--- config.mk ---
export PLATFORM = sky130hd
export DESIGN_NAME = timekeeper_counter
export DESIGN_NICKNAME = d
export VERILOG_FILES = /design/src/rtl/timekeeper_counter.sv
export SDC_FILE = /design/constraint.sdc
export NUM_CORES = 1
export LEC_CHECK = 0
export BUFFER_PORTS_ARGS = -buffer_cell sky130_fd_sc_hd__clkbuf_2
export CAP_MARGIN = 20
export CORE_ASPECT_RATIO = 1.25
export CORE_MARGIN = 4
export CORE_UTILIZATION = 40
export DETAILED_ROUTE_END_ITERATION = 10
export SKIP_CTS_REPAIR_TIMING = 1
export SLEW_MARGIN = 20
export SYNTH_ARGS = -nofsm -noshare
export SYNTH_HDL_FRONTEND = slang
export SYNTH_SLANG_ARGS = --single-unit
--- constraint.sdc ---
create_clock -name clk_10000Hz -period 3.6 [get_ports clk_10000Hz]
set_clock_uncertainty 0.1 [all_clocks]
set_input_delay 0 -clock clk_10000Hz [delete_from_list [all_inputs] [get_ports clk_10000Hz]]
set_output_delay 0 -clock clk_10000Hz [all_outputs]
set_load 0.05 [all_outputs]
--- src/rtl/timekeeper_counter.sv ---
// Time-of-day counter: divides the tick clock into seconds and keeps sec/min/hr
// in 24h or 12h (AM/PM) form, with in-place field setting and rollover strobes.
module timekeeper_counter #(
  parameter int unsigned TICK_DIV = 10000,
  parameter bit          MODE_12H = 1'b0,
  parameter int unsigned SUB_W    = 14
) (
  input  logic             clk_10000Hz,
  input  logic             rst,
  input  logic             enable,
  input  logic             setting_enable,
  input  logic [1:0]       field_sel,
  input  logic             inc_pulse,
  input  logic             dec_pulse,
  output logic [SUB_W-1:0] sub_sec_out,
  output logic [5:0]       sec_out,
  output logic [5:0]       min_out,
  output logic [4:0]       hr_out,
  output logic             pm_out,
  output logic             sec_tick,
  output logic             day_wrap
);

  typedef enum logic [1:0] {
    FIELD_HR   = 2'd0,
    FIELD_MIN  = 2'd1,
    FIELD_SEC  = 2'd2,
    FIELD_NONE = 2'd3
  } field_e;

  localparam logic [SUB_W-1:0] SUB_LAST = SUB_W'(TICK_DIV - 1);
  localparam logic [4:0]       HR_MIN   = MODE_12H ? 5'd1  : 5'd0;
  localparam logic [4:0]       HR_MAX   = MODE_12H ? 5'd12 : 5'd23;
  localparam logic [4:0]       HR_RESET = MODE_12H ? 5'd12 : 5'd0;

  logic [SUB_W-1:0] sub_nxt;
  logic [5:0]       sec_nxt;
  logic [5:0]       min_nxt;
  logic [4:0]       hr_nxt;
  logic             pm_nxt;
  logic             tick_nxt;
  logic             wrap_nxt;

  // Base-60 step in either direction with wrap at both ends.
  function automatic logic [5:0] step60(input logic [5:0] v, input logic up);
    if (up) return (v == 6'd59) ? 6'd0 : v + 6'd1;
    else    return (v == 6'd0) ? 6'd59 : v - 6'd1;
  endfunction

  // NOTE: every next-state signal gets its hold value first, so no path can
  // leave one unassigned and infer a latch.
  always_comb begin
    sub_nxt  = sub_sec_out;
    sec_nxt  = sec_out;
    min_nxt  = min_out;
    hr_nxt   = hr_out;
    pm_nxt   = pm_out;
    tick_nxt = 1'b0;
    wrap_nxt = 1'b0;

    if (setting_enable) begin
      if (inc_pulse ^ dec_pulse) begin
        unique case (field_e'(field_sel))
          FIELD_SEC: begin
            sec_nxt = step60(sec_out, inc_pulse);
            sub_nxt = '0;
          end
          FIELD_MIN: min_nxt = step60(min_out, inc_pulse);
          FIELD_HR: begin
            if (inc_pulse) begin
              hr_nxt = (hr_out == HR_MAX) ? HR_MIN : hr_out + 5'd1;
              if (MODE_12H && hr_out == 5'd11) pm_nxt = ~pm_out;
            end else begin
              hr_nxt = (hr_out == HR_MIN) ? HR_MAX : hr_out - 5'd1;
              if (MODE_12H && hr_out == 5'd12) pm_nxt = ~pm_out;
            end
          end
          FIELD_NONE: ;
        endcase
      end
    end else if (enable) begin
      if (sub_sec_out == SUB_LAST) begin
        sub_nxt  = '0;
        tick_nxt = 1'b1;
        sec_nxt  = step60(sec_out, 1'b1);
        if (sec_out == 6'd59) begin
          min_nxt = step60(min_out, 1'b1);
          if (min_out == 6'd59) begin
            hr_nxt = (hr_out == HR_MAX) ? HR_MIN : hr_out + 5'd1;
            if (MODE_12H) begin
              // 11:59:59 flips the meridiem; PM->AM is the midnight rollover.
              if (hr_out == 5'd11) begin
                pm_nxt   = ~pm_out;
                wrap_nxt = pm_out;
              end
            end else begin
              wrap_nxt = (hr_out == HR_MAX);
            end
          end
        end
      end else begin
        sub_nxt = sub_sec_out + 1'b1;
      end
    end
  end

  // NOTE: sequential state uses non-blocking assignments only, so every
  // register samples the pre-edge values of its peers.
  always_ff @(posedge clk_10000Hz) begin
    if (rst) begin
      sub_sec_out <= '0;
      sec_out     <= '0;
      min_out     <= '0;
      hr_out      <= HR_RESET;
      pm_out      <= 1'b0;
      sec_tick    <= 1'b0;
      day_wrap    <= 1'b0;
    end else begin
      sub_sec_out <= sub_nxt;
      sec_out     <= sec_nxt;
      min_out     <= min_nxt;
      hr_out      <= hr_nxt;
      pm_out      <= pm_nxt;
      sec_tick    <= tick_nxt;
      day_wrap    <= wrap_nxt;
    end
  end

endmodule

==> impl_metrics.csv, run 1 <==
group,metric,value,unit
setup_path,rrSetupSlack,1.28,ns
detailed_routing,firstDrtPassIters,4,
timing,setup_tns,0,ns
setup_path,critPathRequiredTime,3.65,ns
power_and_ir_drop,power.internal,0.000692,W
timing,fin_crit,2.32,ns
detailed_routing,routedWlPerCell,14.9,um
timing,hold_viol_final,1,
cts,insertion_delay,0.29,ns
timing,rsz0062_at_grt,"false",
timing,tightest_slew,0.888,ns
placed_design,hpwlAfterDp,4110,um
synthesis,synth_edf_count,0,
placed_design,dp_cells,376,
synthesis,yosysUniqueCellTypes,56,
detailed_routing,vias,2218,
setup_path,critPathMaxStageDelay,0.48,ns
synthesis,synthArstFlopShare,0,%
floorplan,die_area,6830,um^2
global_route,grt_pass1_vias,2096,
placed_design,place_congestion,0.848,
power_and_ir_drop,comb_power_share,14.9,%
synthesis,syn_area_per_cell,7.76,um^2
detailed_routing,viasPerCell,5.78,
final_layout,drive_above_1_share,18.8,%
global_route,grt_pass1_wl,9840,um
detailed_routing,drc,0,
timing,report.final.slew_viol_count,0,
floorplan,io_pins,42,
setup_path,timing.rr.end,"sub_sec_out[6]$_SDFFE_PP0P_",
cts,clock-sinks,33,
min_path,holdPathEnd,"sec_tick$_SDFF_PP0_",
synthesis,yosysWarnings,0,
placed_design,io_buffers,40,
setup_path,path_max_fanout,14,
setup_path,start_kind,"register",
min_path,hp-class,"primary input to register",
floorplan,initial_core_util,41.2,%
cts,numCtsBuffers,5,
synthesis,synth_fp_nets,304,
global_route,grt_max_degree,32,
setup_path,worstSetupEndpointType,"register",
cts,cts_tree,"built",
setup_path,reg2reg_depth,6,
run,maxCapViolCount,0,
cts,path_clk_slew,0.08,ns
final_layout,final_nets,336,
cts,htree_levels,2,
timing,whs,-0.0135,ns
detailed_routing,antenna_left,0,
synthesis,synth_area,2230,um^2
setup_path,crit_path_top_delay_cell,"and4b_1",
synthesis,syn_inst,287,
power_and_ir_drop,power_switching,0.000256,W
final_layout,fin_cells,384,
floorplan,die_h,91.4,um
global_route,antenna_found_initial,0,
power_and_ir_drop,seq_power_share,40.7,%
final_layout,area_growth_syn_to_layout,15.6,%
power_and_ir_drop,irDropWorstVdd,0.154,mV
synthesis,yosysSeqAreaShare,29.7,%
power_and_ir_drop,p_sw_share,27.0,%
global_route,grtUsageTotal,18.1,%
detailed_routing,wl,5720,um
power_and_ir_drop,clockPowerShare,44.4,%
floorplan,rows,30,
floorplan,dieWidth,74.7,um
setup_path,r2r_start,"sub_sec_out[0]$_SDFFE_PP0P_",
timing,max_freq,431,MHz
min_path,hold_start,"enable",
setup_path,critPathBufInv,0,
timing,finalCritPeriodShare,64.4,%
power_and_ir_drop,power_density,369,nW/um^2
setup_path,cp.arrival,2.37,ns
synthesis,synth-seq-cells,33,
status,status,"finished with violations",
synthesis,synthFlopType,"dfxtp_1",
status,violations,"hold timing",
setup_path,crit_family,"simple AND/OR/NAND/NOR gates",
global_route,globalRoute.totalOverflow,0,
final_layout,antenna_cells,0,
power_and_ir_drop,p_leak,0.970,nW
detailed_routing,drt_iter0_drc,191,
min_path,hold_depth,3,
cts,root_buffer,"clkbuf_8",
setup_path,critPathKind,"register to register",
timing,slew-limit-headroom,40.5,%
floorplan,core,5410,um^2
cts,clk_path_buf_depth,2,
timing,setup-violations-final,0,
setup_path,worstPathCellList,"ha_1, nor4b_1, and4b_1, o21ai_2, nand2b_1, nor2_1",
metal layers:
layer  GRT usage, %  part of all wire [%]
met3           4.87                   5.6
met2           27.3                    47
met5              0                     0
met1           23.9                    46
met4           7.12                  0.96
Yosys cell counts, types with 5 or more instances:
cell	instances	area [um^2]
a211oi_1	7	52.6
a21oi_1	18	90.1
buf_2	6	30.0
clkbuf_1	7	26.3
dfxtp_1	33	661
ha_1	9	113
inv_1	7	26.3
nand2_1	29	109
nand3_1	13	65.1
nand4_1	7	43.8
nor2_1	35	131
nor3_1	10	50.1
nor3b_1	5	37.5
o21ai_0	14	70.1
o21ai_1	5	25.0
xnor2_1	8	70.1
xor2_1	7	61.3
how the worst max path moves through the flow:
stage                                startpoint                           to  slack, ns  depth (start not counted)
finish              sub_sec_out[0]$_SDFFE_PP0P_  sub_sec_out[6]$_SDFFE_PP0P_       1.28                          6
CTS                 sub_sec_out[0]$_SDFFE_PP0P_  sub_sec_out[6]$_SDFFE_PP0P_       1.26                          6
detailed placement  sub_sec_out[0]$_SDFFE_PP0P_  sub_sec_out[6]$_SDFFE_PP0P_       1.29                          6
global route        sub_sec_out[0]$_SDFFE_PP0P_  sub_sec_out[6]$_SDFFE_PP0P_       1.03                          6
global placement    sub_sec_out[0]$_SDFFE_PP0P_  sub_sec_out[2]$_SDFFE_PP0P_       1.32                          6
floorplan               sec_out[1]$_SDFFE_PP0P_       hr_out[3]$_SDFFE_PP0P_       1.33                          6
worst reg2reg max path, stage by stage (launching register included):
cell and delay (ns):
dfxtp_1 0.42, ha_1 0.23, nor4b_1 0.23, and4b_1 0.48, o21ai_2 0.15, nand2b_1 0.46, nor2_1 0.11
power groups by stage:
stage,Sequential [W],Clock (W),Combinational (W)
3_3_place_gp,0.000394,0,0.000142
2_1_floorplan,0.000415,0,0.0000867
3_5_place_dp,0.000395,0,0.000141
5_1_grt,0.000388,0.000453,0.000157
4_1_cts,0.000386,0.000436,0.000142
6_report,0.000386,0.000421,0.000141
metrics by stage:
step | area [um^2] | setup WS [ns] | power, W | hold WS (ns) | utilization [%]
detailed placement | 2440 | 1.29 | 0.000536 | 0.292 | 45.1
global route | 2570 | 1.03 | 0.000998 | 0.0143 | 47.6
global placement | 2440 | 1.32 | 0.000537 | 0.286 | 45.1
floorplan | 2230 | 1.33 | 0.000502 | 0.0797 | -
CTS | 2570 | 1.26 | 0.000964 | -0.0286 | 47.6
finish | 2570 | 1.28 | 0.000949 | -0.0135 | 47.6
final cells by class:
cell class              count  area [um^2]
repair buffers             42          215
multi-input cells         230         1460
fillers                   565         2830
clock buffers               5         68.8
flip-flops and latches     33          661
inverters                   7         26.3
clock inverters             3         65.1
well taps                  64         80.1
placed cells by master (no fill, tap or decap), types with 8 or more instances in the layout:
cell type,netlist,layout
a21oi_1,18,18
xnor2_1,8,8
dfxtp_1,33,33
nand3_1,13,13
o21ai_0,14,14
ha_1,9,9
nand2_1,29,29
clkbuf_2,0,40
nor2_1,35,35
nor3_1,10,10
cells by family (layout without fill, tap and decap cells):
family          after synthesis  after routing  share of synthesized area [%]
fa+ha+maj                     9              9                           5.06
mux                           1              1                          0.450
xor+xnor                     15             15                           5.90
compound gates               73             73                           22.1
other cells                   1              1                          0.168
flops                        33             33                           29.7
buf+inv                      24             57                           4.89
simple gates                131            131                           31.7
state kept, by name, summed over array words and instances, names as in the netlist:
signal	flops
sec_out	6
sec_tick	1
hr_out	5
sub_sec_out	14
min_out	6
day_wrap	1
No activity file was read; power rests on OpenSTA's default activity.
==> run 2: changes to the inputs <==
--- a/config.mk
+++ b/config.mk
@@ -5,6 +5,7 @@
 export SDC_FILE = /design/constraint.sdc
 export NUM_CORES = 1
 export LEC_CHECK = 0
+export ABC_AREA = 1
 export BUFFER_PORTS_ARGS = -buffer_cell sky130_fd_sc_hd__clkbuf_2
 export CAP_MARGIN = 20
 export CORE_ASPECT_RATIO = 1.25
==> constraint.sdc (replaced) <==
create_clock -name clk_10000Hz -period 2.2 [get_ports clk_10000Hz]
set_clock_uncertainty 0.1 [all_clocks]
set_input_delay 0 -clock clk_10000Hz [delete_from_list [all_inputs] [get_ports clk_10000Hz]]
set_output_delay 0 -clock clk_10000Hz [all_outputs]
set_load 0.05 [all_outputs]
==> impl_metrics.csv, run 2 <==
group,metric,value,unit
timing,setup_ws,0.411,ns
floorplan,io_pins,42,
global_route,antenna_found_initial,0,
floorplan,initial_core_util,41.3,%
synthesis,syn_area_per_cell,6.44,um^2
detailed_routing,routedWlPerCell,12.2,um
final_layout,mostFrequentLayoutCells,"nand2_1 (101), nor2_1 (45), clkbuf_2 (40)",
placed_design,io_buffers,40,
timing,whs,0.0174,ns
synthesis,synth_edf_count,0,
min_path,holdPathEnd,"sec_tick$_SDFF_PP0_",
timing,setup-violations-final,0,
min_path,hold_depth,3,
final_layout,drive_above_1_share,19.3,%
synthesis,synth_fa_ha_area_share,4.69,%
setup_path,r2r_start,"sec_out[0]$_SDFFE_PP0P_",
final_layout,final_nets,430,
power_and_ir_drop,power_density,526,nW/um^2
min_path,hp-class,"primary input to register",
timing,fin_crit,1.79,ns
power_and_ir_drop,power_switching,0.000463,W
setup_path,reg2reg_depth,9,
floorplan,dieWidth,77.3,um
synthesis,muxShareOfSynthArea,0,%
synthesis,synthSimpleGateAreaFrac,43.4,%
synthesis,synth-seq-cells,33,
detailed_routing,drt_iter0_drc,86,
detailed_routing,firstDrtPassIters,7,
synthesis,synth_fp_nets,390,
setup_path,critPathBufInv,0,
setup_path,crit_family,"simple AND/OR/NAND/NOR gates",
final_layout,antenna_cells,0,
floorplan,core,5820,um^2
timing,hold_viol_final,0,
synthesis,synth_xor_area_share,4.74,%
cts,clock-sinks,33,
global_route,grt_pass1_vias,2258,
floorplan,die_h,94.6,um
synthesis,syn_inst,373,
setup_path,critPathRequiredTime,2.33,ns
placed_design,place_area,2630,um^2
cts,numCtsBuffers,5,
floorplan,rows,31,
cts,insertion_delay,0.29,ns
detailed_routing,wl,5830,um
placed_design,dp_slack,0.427,ns
final_layout,area_growth_syn_to_layout,14.2,%
final_layout,fin_cells,480,
cts,cts_tree,"built",
synthesis,synthTopCellsByArea,"dfxtp_1 (27%), nand2_1 (16%), nand3_1 (7.9%)",
final_layout,top_regs,"sub_sec_out: 14 flops, min_out: 6 flops, sec_out: 6 flops",
detailed_routing,drc,0,
placed_design,place_congestion,0.874,
cts,htree_levels,2,
power_and_ir_drop,irDropWorstVdd,0.292,mV
min_path,hold_start,"enable",
synthesis,ys_top_cells_by_count,"nand2_1 (101), nor2_1 (45), nand3_1 (38)",
detailed_routing,viasPerCell,5.09,
setup_path,timing.rr.end,"min_out[4]$_SDFFE_PP0P_",
synthesis,synth_compound_area_share,10.5,%
cts,path_clk_slew,0.08,ns
synthesis,yosysMostFrequentCell,"nand2_1",
synthesis,yosysUniqueCellTypes,36,
synthesis,yosysTopAreaCellShare,27.5,%
detailed_routing,vias,2442,
power_and_ir_drop,p_sw_share,32.1,%
synthesis,yosysTopAreaCell,"dfxtp_1",
setup_path,worstPathCellList,"ha_1, nand2_1, nor2_2, nand3_1, nand2_2, nand2_2, nand2_1, nand2_1, nor2_1",
cts,clk_path_buf_depth,2,
placed_design,hpwlAfterDp,4530,um
synthesis,yosysWarnings,0,
status,status,"finished, final reports clean",
setup_path,critPathKind,"register to register",
synthesis,synthArstFlopShare,0,%
setup_path,critPathMaxStageDelay,0.47,ns
final_layout,regMostFlops,"sub_sec_out",
global_route,grtUsageTotal,17.1,%
synthesis,synth_area,2400,um^2
power_and_ir_drop,p_leak,1.29,nW
floorplan,die_area,7320,um^2
setup_path,crit_path_top_delay_cell,"dfxtp_1",
synthesis,synth_top_family_by_area,"simple AND/OR/NAND/NOR gates",
setup_path,start_kind,"register",
timing,finalCritPeriodShare,81.3,%
synthesis,synthFlopType,"dfxtp_1",
setup_path,worstSetupEndpointType,"register",
timing,rsz0062_at_grt,"false",
setup_path,path_max_fanout,8,
timing,report.final.slew_viol_count,0,
final_layout,final_common_cell,"nand2_1",
placed_design,dp_cells,471,
power_and_ir_drop,power.internal,0.000979,W
final_layout,multiInputGateArea,1530,um^2
cts,root_buffer,"clkbuf_8",
detailed_routing,antenna_left,0,
final_layout,fill_cells,624,
setup_path,cp.arrival,1.92,ns
timing,setup_tns,0,ns
final_layout,largest_reg_flops,14,
timing,max_freq,559,MHz
synthesis,yosysSeqAreaShare,27.5,%
power_and_ir_drop,comb_power_share,19.7,%
final_layout,ff_latch_area,661,um^2
power_and_ir_drop,seq_power_share,44.2,%
run,maxCapViolCount,0,
global_route,grt_pass1_wl,10200,um
final_layout,final_area,2740,um^2
setup_path,critPathMostFrequentCell,"nand2_1",
power_and_ir_drop,clockPowerShare,36.1,%
global_route,grt_max_degree,18,
setup_path,rrSetupSlack,0.41,ns
global_route,globalRoute.totalOverflow,0,
run 2: cell count changes in the layout (fill, tap and decap cells not counted), moves of 5 or more:
| cell | previous run | this run |
|---|---|---|
| nand2_2 | 0 | 6 |
| nand4_1 | 7 | 1 |
| xnor2_1 | 8 | 2 |
| nor2_1 | 35 | 45 |
| nand3_1 | 13 | 38 |
| inv_2 | 0 | 5 |
| a211oi_1 | 7 | 0 |
| nand2_1 | 29 | 101 |
| inv_1 | 7 | 36 |
run 2: logic make-up after synthesis:
kind of cell | Yosys count
xor+xnor | 13
flops | 33
fa+ha+maj | 9
simple gates | 219
other cells | 1
buf+inv | 50
compound gates | 48
run 2: layer usage:
layer	GRT usage [%]	vias to the layer above	part of all wire, %
li1	-	1270	-
met1	19.8	1115	45
met3	3.82	8	3.1
met4	5.49	0	1.2
met2	31.2	49	50
met5	0	-	0
run 2: layout make-up:
type                            instances  area share [%]
Clock buffer                            7            3.51
Sequential cell                        33            24.1
Multi-Input combinational cell        290            55.7
Tap cell                               66            3.01
Clock inverter                          1           0.182
Inverter                               41            5.61
Timing Repair Buffer                   42            7.94
run 2: worst max-delay path by stage:
stage | startpoint | endpoint | cells past startpoint
after floorplan | sub_sec_out[1]$_SDFFE_PP0P_ | sub_sec_out[12]$_SDFFE_PP0P_ | 9
after global placement | sec_out[0]$_SDFFE_PP0P_ | min_out[5]$_SDFFE_PP0P_ | 9
after detailed placement | sec_out[0]$_SDFFE_PP0P_ | min_out[4]$_SDFFE_PP0P_ | 8
after CTS | sec_out[0]$_SDFFE_PP0P_ | min_out[4]$_SDFFE_PP0P_ | 9
after global routing | sub_sec_out[1]$_SDFFE_PP0P_ | min_out[5]$_SDFFE_PP0P_ | 9
final | sec_out[0]$_SDFFE_PP0P_ | min_out[4]$_SDFFE_PP0P_ | 9
run 2: power by group through the flow:
stage          Combinational, W  Clock (W)  Sequential, W
2_1_floorplan          0.000181          0       0.000693
3_3_place_gp           0.000281          0       0.000651
3_5_place_dp           0.000283          0       0.000652
4_1_cts                0.000284   0.000538       0.000637
5_1_grt                0.000318   0.000561       0.000641
6_report               0.000283   0.000520       0.000638
run 2: worst min-delay path, delay by kind of cell:
family                 cells  cell delay (ns)
buffers and inverters      1             0.11
AND/OR/NAND/NOR            2             0.24
run 2: through the flow:
| step | total power, W | util [%] |
|---|---|---|
| 4_1_cts | 0.00146 | 47.0 |
| 6_report | 0.00144 | 47.1 |
| 3_3_place_gp | 0.000932 | 45.2 |
| 3_5_place_dp | 0.000935 | 45.2 |
| 5_1_grt | 0.00152 | 47.1 |
| 2_1_floorplan | 0.000874 | - |
